===== src/rtl/alu_pkg.sv =====
`default_nettype none
// ============================================================================
// Module  : alu_pkg
// Brief   : Shared types and constants for the ALU-side datapath units.
// Revision: 1.0 - initial release
// ============================================================================
package alu_pkg;

    // Divider controller states
    typedef enum logic [1:0] {
        IDLE = 2'd0,
        BUSY = 2'd1,
        DONE = 2'd2
    } div_state_t;

    localparam int DIV_WIDTH = 8;

    // Quotient reported for a zero divisor at the default width
    localparam logic [DIV_WIDTH-1:0] DIV_ZERO_QUOTIENT = '1;

endpackage : alu_pkg
`default_nettype wire


===== src/rtl/div_step.sv =====
`default_nettype none
// ============================================================================
// Module  : div_step
// Brief   : One restoring-division step: shift in a dividend bit, trial-subtract.
// Revision: 1.0 - initial release
// ============================================================================
module div_step
    import alu_pkg::*;
#(
    parameter int WIDTH = DIV_WIDTH
) (
    input  logic [WIDTH-1:0] rem,
    input  logic             q_msb,
    input  logic [WIDTH-1:0] divisor,
    output logic [WIDTH:0]   rem_next,
    output logic             q_bit
);

    logic [WIDTH:0] w_shifted;
    logic [WIDTH:0] w_diff;

    always_comb begin
        w_shifted = {rem, q_msb};
        w_diff    = w_shifted - {1'b0, divisor};
        // A clear MSB means the subtraction did not borrow
        q_bit     = ~w_diff[WIDTH];
        rem_next  = q_bit ? w_diff : w_shifted;
    end

endmodule : div_step
`default_nettype wire


===== src/rtl/seq_divider.sv =====
`default_nettype none
// ============================================================================
// Module  : seq_divider
// Brief   : Multi-cycle unsigned restoring divider with valid/ready channels.
// Revision: 1.0 - initial release
// ============================================================================
module seq_divider
    import alu_pkg::*;
#(
    parameter int WIDTH = DIV_WIDTH
) (
    input  logic             clk,
    input  logic             rst_n,
    input  logic             in_valid,
    output logic             in_ready,
    input  logic [WIDTH-1:0] dividend,
    input  logic [WIDTH-1:0] divisor,
    output logic             out_valid,
    input  logic             out_ready,
    output logic [WIDTH-1:0] quotient,
    output logic [WIDTH-1:0] remainder,
    output logic             div_zero
);

    localparam int              CW              = (WIDTH > 1) ? $clog2(WIDTH) : 1;
    localparam logic [CW-1:0]   c_last_step     = CW'(WIDTH - 1);
    localparam logic [WIDTH-1:0] c_zero_quotient = {WIDTH{1'b1}};

    div_state_t       r_state;
    div_state_t       w_state_next;
    logic [WIDTH-1:0] r_q;
    logic [WIDTH:0]   r_rem;
    logic [WIDTH-1:0] r_divisor;
    logic [CW-1:0]    r_count;
    logic             r_div_zero;

    logic [WIDTH:0]   w_rem_next;
    logic             w_q_bit;
    logic             w_accept;
    logic             w_unused_rem_msb;

    // A restored remainder is always below the divisor, so its top bit never reaches the output
    assign w_unused_rem_msb = r_rem[WIDTH];

    div_step #(
        .WIDTH (WIDTH)
    ) u_div_step (
        .rem      (r_rem[WIDTH-1:0]),
        .q_msb    (r_q[WIDTH-1]),
        .divisor  (r_divisor),
        .rem_next (w_rem_next),
        .q_bit    (w_q_bit)
    );

    always_comb begin
        w_state_next = r_state;
        in_ready     = 1'b0;
        out_valid    = 1'b0;
        w_accept     = 1'b0;
        case (r_state)
            IDLE: begin
                in_ready = 1'b1;
                w_accept = in_valid;
                if (in_valid) begin
                    w_state_next = (divisor == '0) ? DONE : BUSY;
                end
            end
            BUSY: begin
                if (r_count == c_last_step) begin
                    w_state_next = DONE;
                end
            end
            DONE: begin
                out_valid = 1'b1;
                if (out_ready) begin
                    w_state_next = IDLE;
                end
            end
            default: w_state_next = IDLE;
        endcase
    end

    always_ff @(posedge clk) begin
        if (!rst_n) begin
            r_state    <= IDLE;
            r_q        <= '0;
            r_rem      <= '0;
            r_divisor  <= '0;
            r_count    <= '0;
            r_div_zero <= 1'b0;
        end else begin
            r_state <= w_state_next;
            if (w_accept) begin
                r_divisor <= divisor;
                r_count   <= '0;
                if (divisor == '0) begin
                    r_q        <= c_zero_quotient;
                    r_rem      <= {1'b0, dividend};
                    r_div_zero <= 1'b1;
                end else begin
                    r_q        <= dividend;
                    r_rem      <= '0;
                    r_div_zero <= 1'b0;
                end
            end else if (r_state == BUSY) begin
                r_q   <= {r_q[WIDTH-2:0], w_q_bit};
                r_rem <= w_rem_next;
                if (r_count != c_last_step) begin
                    r_count <= r_count + 1'b1;
                end
            end
        end
    end

    assign quotient  = r_q;
    assign remainder = r_rem[WIDTH-1:0];
    assign div_zero  = r_div_zero;

endmodule : seq_divider
`default_nettype wire


===== config.mk =====
export PLATFORM = sky130hd
export DESIGN_NAME = seq_divider
export DESIGN_NICKNAME = d
export VERILOG_FILES = /design/src/rtl/alu_pkg.sv /design/src/rtl/div_step.sv /design/src/rtl/seq_divider.sv
export SDC_FILE = /design/constraint.sdc
export NUM_CORES = 1
export LEC_CHECK = 0
export CORE_ASPECT_RATIO = 0.75
export CORE_MARGIN = 1.5
export CORE_UTILIZATION = 30
export DETAILED_ROUTE_END_ITERATION = 8
export SYNTH_ARGS = -nofsm -noshare
export SYNTH_HDL_FRONTEND = slang
export SYNTH_HIERARCHICAL = 1
export SYNTH_SLANG_ARGS = --single-unit

===== constraint.sdc =====
create_clock -name clk -period 4.85 [get_ports clk]
set_clock_uncertainty 0.2 [all_clocks]
set_input_delay 1.455 -clock clk [delete_from_list [all_inputs] [get_ports clk]]
set_output_delay 1.455 -clock clk [all_outputs]
set_load 0.02 [all_outputs]

==> results of run 1 <==
-- cell usage after synthesis, types with 2 or more instances --
| master | number |
|---|---|
| nor2b_1 | 2 |
| xnor2_1 | 2 |
| a21boi_1 | 9 |
| nand2_1 | 22 |
| o21a_1 | 5 |
| mux2_2 | 2 |
| nor3_1 | 3 |
| mux2i_1 | 6 |
| a21oi_1 | 14 |
| a31oi_1 | 9 |
| buf_2 | 4 |
| nand3_1 | 2 |
| o2bb2ai_1 | 7 |
| ha_1 | 11 |
| clkinv_1 | 2 |
| o31a_1 | 2 |
| dfxtp_1 | 30 |
| nor4_2 | 2 |
| inv_1 | 11 |
| nand4_1 | 8 |
| nor2_1 | 17 |
| o21ai_0 | 29 |
| buf_6 | 2 |
| clkbuf_1 | 8 |
-- per-stage QoR --
step	worst slack [ns]	utilization, %	power (W)	hold slack [ns]	cells
after global placement	1.22	38.7	0.000664	0.246	334
after CTS	1.11	40.1	0.000865	0.255	340
final	1.09	40.1	0.000861	0.255	340
after floorplan	1.89	-	0.000558	0.235	233
after detailed placement	1.18	38.7	0.000668	0.247	334
after global routing	1.00	40.1	0.000916	0.278	340
-- power breakdown --
group	total (W)	internal, W	switching, W
logic	0.000366	0.000166	0.000200
registers	0.000296	0.000273	0.0000239
clock network	0.000198	0.000109	0.0000893
total	0.000861	0.000548	0.000313
-- metal layers --
metal	track usage (%)	wire length, um
met1	23.3	2700
met2	19.8	1920
met3	4.35	279
met4	3.98	56
met5	0	0
-- final timing paths --
| kind | start | to | slack, ns |
|---|---|---|---|
| setup reg to reg | quotient[7] | r_rem[7] | 1.47 |
| hold reg to reg | r_divisor[4] | r_divisor[4] | 0.26 |
| hold / removal | r_divisor[4] | r_divisor[4] | 0.26 |
| setup / recovery | r_state[1] | out_valid | 1.09 |
-- state kept, by name, summed over array words and instances, names as in the netlist --
signal     count
div_zero       1
quotient       8
r_count        3
r_divisor      8
r_rem          8
r_state        2
-- worst register-to-register path, stage by stage, from the launching register on --
cell and delay [ns]:
dfxtp_1 0.38, inv_1 0.09, ha_1 0.21, fa_1 0.45
nor2b_4 0.14, o31a_1 0.19, o21ai_0 0.12, a21oi_1 0.16
ha_1 0.39, clkinv_1 0.34, o311ai_1 0.41, nand2_1 0.09
a31oi_1 0.15
-- layout make-up --
class / count / area, um2
Clock buffer: 6 / 82.6
Fill cell: 625 / 3560
Tap cell: 78 / 97.6
Timing Repair Buffer: 39 / 388
Inverter: 14 / 52.6
Sequential cell: 30 / 601
Multi-Input combinational cell: 173 / 1160
-- cell families (layout without fill, tap and decap cells) --
logic type	Yosys count	count (layout)	share of synthesized area, %
AND/OR/NAND/NOR	62	62	17.2
flip-flops	30	30	31.6
multiplexers	8	8	4.35
XOR/XNOR	3	3	1.38
buffers and inverters	30	59	7.19
AO/OA/AOI/OAI	88	88	29.9
adder cells (fa/ha/maj)	12	12	8.31
==> results.txt, run 1 <==
Status = finished clean
Final setup fails = 0
Slew Viols, Final = 0
Post-synth EDFFs = 0
Setup TNS = 0 ns
CP Depth = 3
Sequential area share after synthesis = 31.6%
#FFs+latches synth = 30
Initial Utilization = 31.9%
Num ports = 39
Initial antenna violation count = 0
PortBufs = 38
GR Util All Layers = 15.1%
Ys flop type = dfxtp_1
Sink Count = 30
Post-DP Area = 0.00230 mm2
Synth top area cells = dfxtp_1, o21ai_0, ha_1
Max_slew headroom = 26.5%
Clock Tree Root = clkbuf_8
Distinct cells, synth = 48
Top cell type by total area after synthesis = dfxtp_1
Crit path arrival time = 2.11 ns
Hold Crit Depth = 2
PwrDens = 361 mW/mm2
DRC viols = 0
Grt ovf = 0
WP buf/inv = 2
DRT Pass-1 Iters = 4
WL/cell = 14.6 um
Period minus WS final = 3.76 ns
CP max FO = 11
CP top delay family = buffers and inverters
Crit Path Class = reg2out
Die area = 0.00682 mm2
Post-Synthesis Cells = 233
Startpoint Class = flip-flop
Crit-path max cell delay = 0.63 ns
Share of the clock period used by the worst path = 77.6%
Post-Syn Area = 0.00190 mm2
Static leakage = 0.882 nW
Via count = 1776
Synth Area per Inst = 8.15 um2
First-pass GRT wire length = 7780 um
Worst Max-Slew Pin Slew = 1.09 ns
Largest net degree at the start of global routing = 29
CP Cell Sequence = clkinv_1, nor2_1, clkdlybuf4s50_1
Antenna fix cells = 0
Final ANT Viol Nets = 0
Routed wire length = 4950 um
Final #Nets = 295
Syn-to-layout area delta = 25.5%
Drt initial violations = 156
Yosys warns = 6
Slowest-stage cell, CP = clkdlybuf4s50_1
Resized cells post-CTS = 0
Post CTS Setup Buffer Count = 0
H-tree lvl count = 2
Synth async-reset ratio = 0%
CTS Buf Count = 5
Die width = 94.8 um
Most common cell after layout, fill and taps aside = clkdlybuf4s50_1
Top cell type's share of synthesized area = 31.6%
Worst Path Required = 3.19 ns
FP Rows = 24
HP Class = reg2reg
Vias in the first global route = 1530
RD Place Congestion = 0.792
RSZ-0062 raised after global routing = no
Post-CTS Hold Buffers = 0
Die Ht = 71.9 um
Clock Latency Late Sink = 0.28 ns
Worst reg2reg path depth = 12
TritonCTS clock tree = built
Synthesized Nets = 265
Crit path capture type = output port
Dpl hpwl = 3720 um
Fin area = 0.00238 mm2
Max Clock Freq = 266 MHz
Commonest cells after routing, fill and taps aside = clkdlybuf4s50_1, dfxtp_1, o21ai_0
MaxCap Viol Count = 0
Endpoints failing hold = 0
Clock slew seen by the registers of the worst setup and hold paths = 0.06 ns
Max Root-Sink Buffers = 2
Core Footprint = 0.00595 mm2
Peak supply drop = 0.101 mV
Layout cell share with drive strength beyond 1 = 6.49%
Vias per cell = 5.22
No activity file was read; power rests on OpenSTA's default activity.
==> inputs of run 2 (changes only) <==
clock period = 3.2 ns   (was 4.85 ns; I/O delays follow)
==> run 2 against run 1 <==
Compared with the run above: combinational power increased by 61%; power is 58% higher; cell count increased by 2.6%; sequential share of layout area is 0.76 points lower; clock power up 65%; register-to-register slack worse by 1.2 ns; critical path type is now reg2reg; flip-flop and latch count is the same; largest cell class unchanged.
==> results.txt, run 2 (same netlist as run 1, synthesis figures left out) <==
Antenna fix cells = 0 (unchanged)
Dpl hpwl = 3810 um (+2.5%)
Max Clock Freq = 342 MHz
Placed cells = 341 (+2.1%)
Commonest cells after routing, fill and taps aside = clkdlybuf4s50_1, dfxtp_1, o21ai_0
Post-Layout Cell Count = 349 (+2.6%)
Initial Utilization = 31.9% (unchanged)
Fill cell count = 618 (-1.1%)
DRC viols = 0 (unchanged)
Startpoint Class = flip-flop
Clk network pwr share = 24.1% (+1.0 points)
DRT Pass-1 Iters = 5 (+1)
Final ANT Viol Nets = 0 (unchanged)
Final #Nets = 302 (+2.4%)
Seq. cell area = 601 um2 (unchanged)
Die area = 0.00682 mm2 (unchanged)
Vias in the first global route = 1640 (+7.2%)
Status = finished clean
Internal = 0.000857 W (+56%)
Worst Path Required = 3.21 ns (+0.02 ns)
Clock Latency Late Sink = 0.28 ns (about the same)
PwrDens = 554 mW/mm2 (+53%)
Sink Count = 30 (unchanged)
Top layer in use = met4
HP Class = reg2reg
Post-CTS Hold Buffers = 0 (unchanged)
GR Util All Layers = 16.0% (+0.97 points)
Layout cell share with drive strength beyond 1 = 10.7% (+4.2 points)
Die width = 94.8 um (unchanged)
Period minus WS final = 2.93 ns
Syn-to-layout area delta = 29.4%
Part of the power in registers = 32.8% (-1.6 points)
Num ports = 39 (unchanged)
Via count = 1817 (+2.3%)
Peak supply drop = 0.153 mV (+52%)
Crit Path Class = reg2reg
Static leakage = 0.917 nW (+4.0%)
Grt ovf = 0 (unchanged)
Clock Tree Root = clkbuf_8
Crit path arrival time = 2.93 ns (+0.82 ns)
WL/cell = 14.7 um (+1.1%)
Core Footprint = 0.00595 mm2 (unchanged)
Final setup fails = 0 (unchanged)
Multi-input logic area = 0.00117 mm2 (+0.43%)
Most common cell after layout, fill and taps aside = clkdlybuf4s50_1
Crit path capture type = flip-flop
PortBufs = 38 (unchanged)
Routed wire length = 5130 um (+3.8%)
FP Rows = 24 (unchanged)
Share of the clock period used by the worst path = 91.4%
WL met3 = 306 um (+9.7%)
MaxCap Viol Count = 0 (unchanged)
Drt initial violations = 115 (-26%)
Endpoints failing hold = 0 (unchanged)
Clock slew seen by the registers of the worst setup and hold paths = 0.07 ns (about the same)
CP max FO = 5 (-6)
Setup TNS = 0 ns (unchanged)
Met2 WL = 2070 um (+7.9%)
Max_slew headroom = 56.3% (+30 points)
Largest net degree at the start of global routing = 20 (-31%)
Slew Viols, Final = 0 (unchanged)
TritonCTS clock tree = built
Max Root-Sink Buffers = 2 (unchanged)
First-pass GRT wire length = 8270 um (+6.3%)
RD Place Congestion = 0.815 (+2.9%)
Worst Max-Slew Pin Slew = 0.653 ns (-0.439 ns)
H-tree lvl count = 2 (unchanged)
Combinational power share = 43.2% (+0.7 points)
CTS Buf Count = 5 (unchanged)
M1 wire length = 2710 um (+0.48%)
Sw Ratio = 37.0% (+0.72 points)
Initial antenna violation count = 0 (unchanged)
Vias per cell = 5.21 (-0.33%)
P_sw = 0.000504 W (+61%)
Die Ht = 71.9 um (unchanged)
RSZ-0062 raised after global routing = no
-- run 2: cell count changes in the layout (fill, tap and decap cells not counted), sizes merged --
cell and change:
buf +7, clkinvlp +2
-- run 2: power groups by stage --
stage          combinational (W)  clock [W]  sequential (W)
2_1_floorplan           0.000367          0        0.000479
3_3_place_gp            0.000569          0        0.000454
3_5_place_dp            0.000572          0        0.000454
4_1_cts                 0.000574   0.000335        0.000446
5_1_grt                 0.000647   0.000357        0.000451
6_report                0.000588   0.000327        0.000446
-- run 2: critical path, stage by stage, from the launching register on --
cell     delay (ns)
dfxtp_1        0.33
inv_1          0.06
ha_1           0.35
nor2b_4        0.15
o31a_1         0.28
o21ai_0        0.18
a21oi_1        0.09
ha_2           0.41
nand2_1        0.06
or4_1          0.41
nand3_1        0.09
o21ai_0        0.07
a31oi_1        0.17
-- run 2: area by class of cell --
class                      instances  area share [%]
tap                               78            3.97
clock buffer                       6            3.36
clock inverter                     2           0.509
timing repair buffer              46            17.9
multi-input combinational        173            47.5
sequential                        30            24.5
inverter                          14            2.29
-- run 2: path summary, 6_finish.rpt --
kind,end,cells after the start,slack [ns],from
setup / recovery,r_rem[6],12,0.27,r_divisor[2]
hold / removal,r_divisor[3],2,0.25,r_divisor[3]
setup reg to reg,r_rem[6],12,0.27,r_divisor[2]
hold reg to reg,r_divisor[3],2,0.25,r_divisor[3]
-- run 2: routing by layer --
metal,track usage (%),vias up
met5,0,-
met4,4.15,0
met3,4.03,5
met2,22.2,48
met1,24.3,845
li1,-,919
-- run 2: through the flow --
stage          power [W]  util, %  area, um2  hold WS [ns]  worst slack [ns]
3_3_place_gp     0.00102     39.6       2350         0.244             0.343
2_1_floorplan   0.000846        -       1900         0.235             0.243
6_report         0.00136     41.3       2460         0.253             0.274
5_1_grt          0.00146     41.3       2460         0.274            0.0386
3_5_place_dp     0.00103     39.6       2350         0.247             0.223
4_1_cts          0.00136     41.2       2450         0.257             0.202
-- run 2: repair_timing --
item                       4_1_cts  5_1_grt
setup endpoints to repair        0        4
resized for setup                0        3
buffers inserted                 0        0
==> inputs of run 3 (changes only) <==
CTS_CLUSTER_DIAMETER = 150   (was default)
GPL_ROUTABILITY_DRIVEN = 1   (was default)
SLEW_MARGIN = 5   (was default)
==> results of run 3 <==
Same layout as run 2: the final DEF is identical, and so are final timing and power.
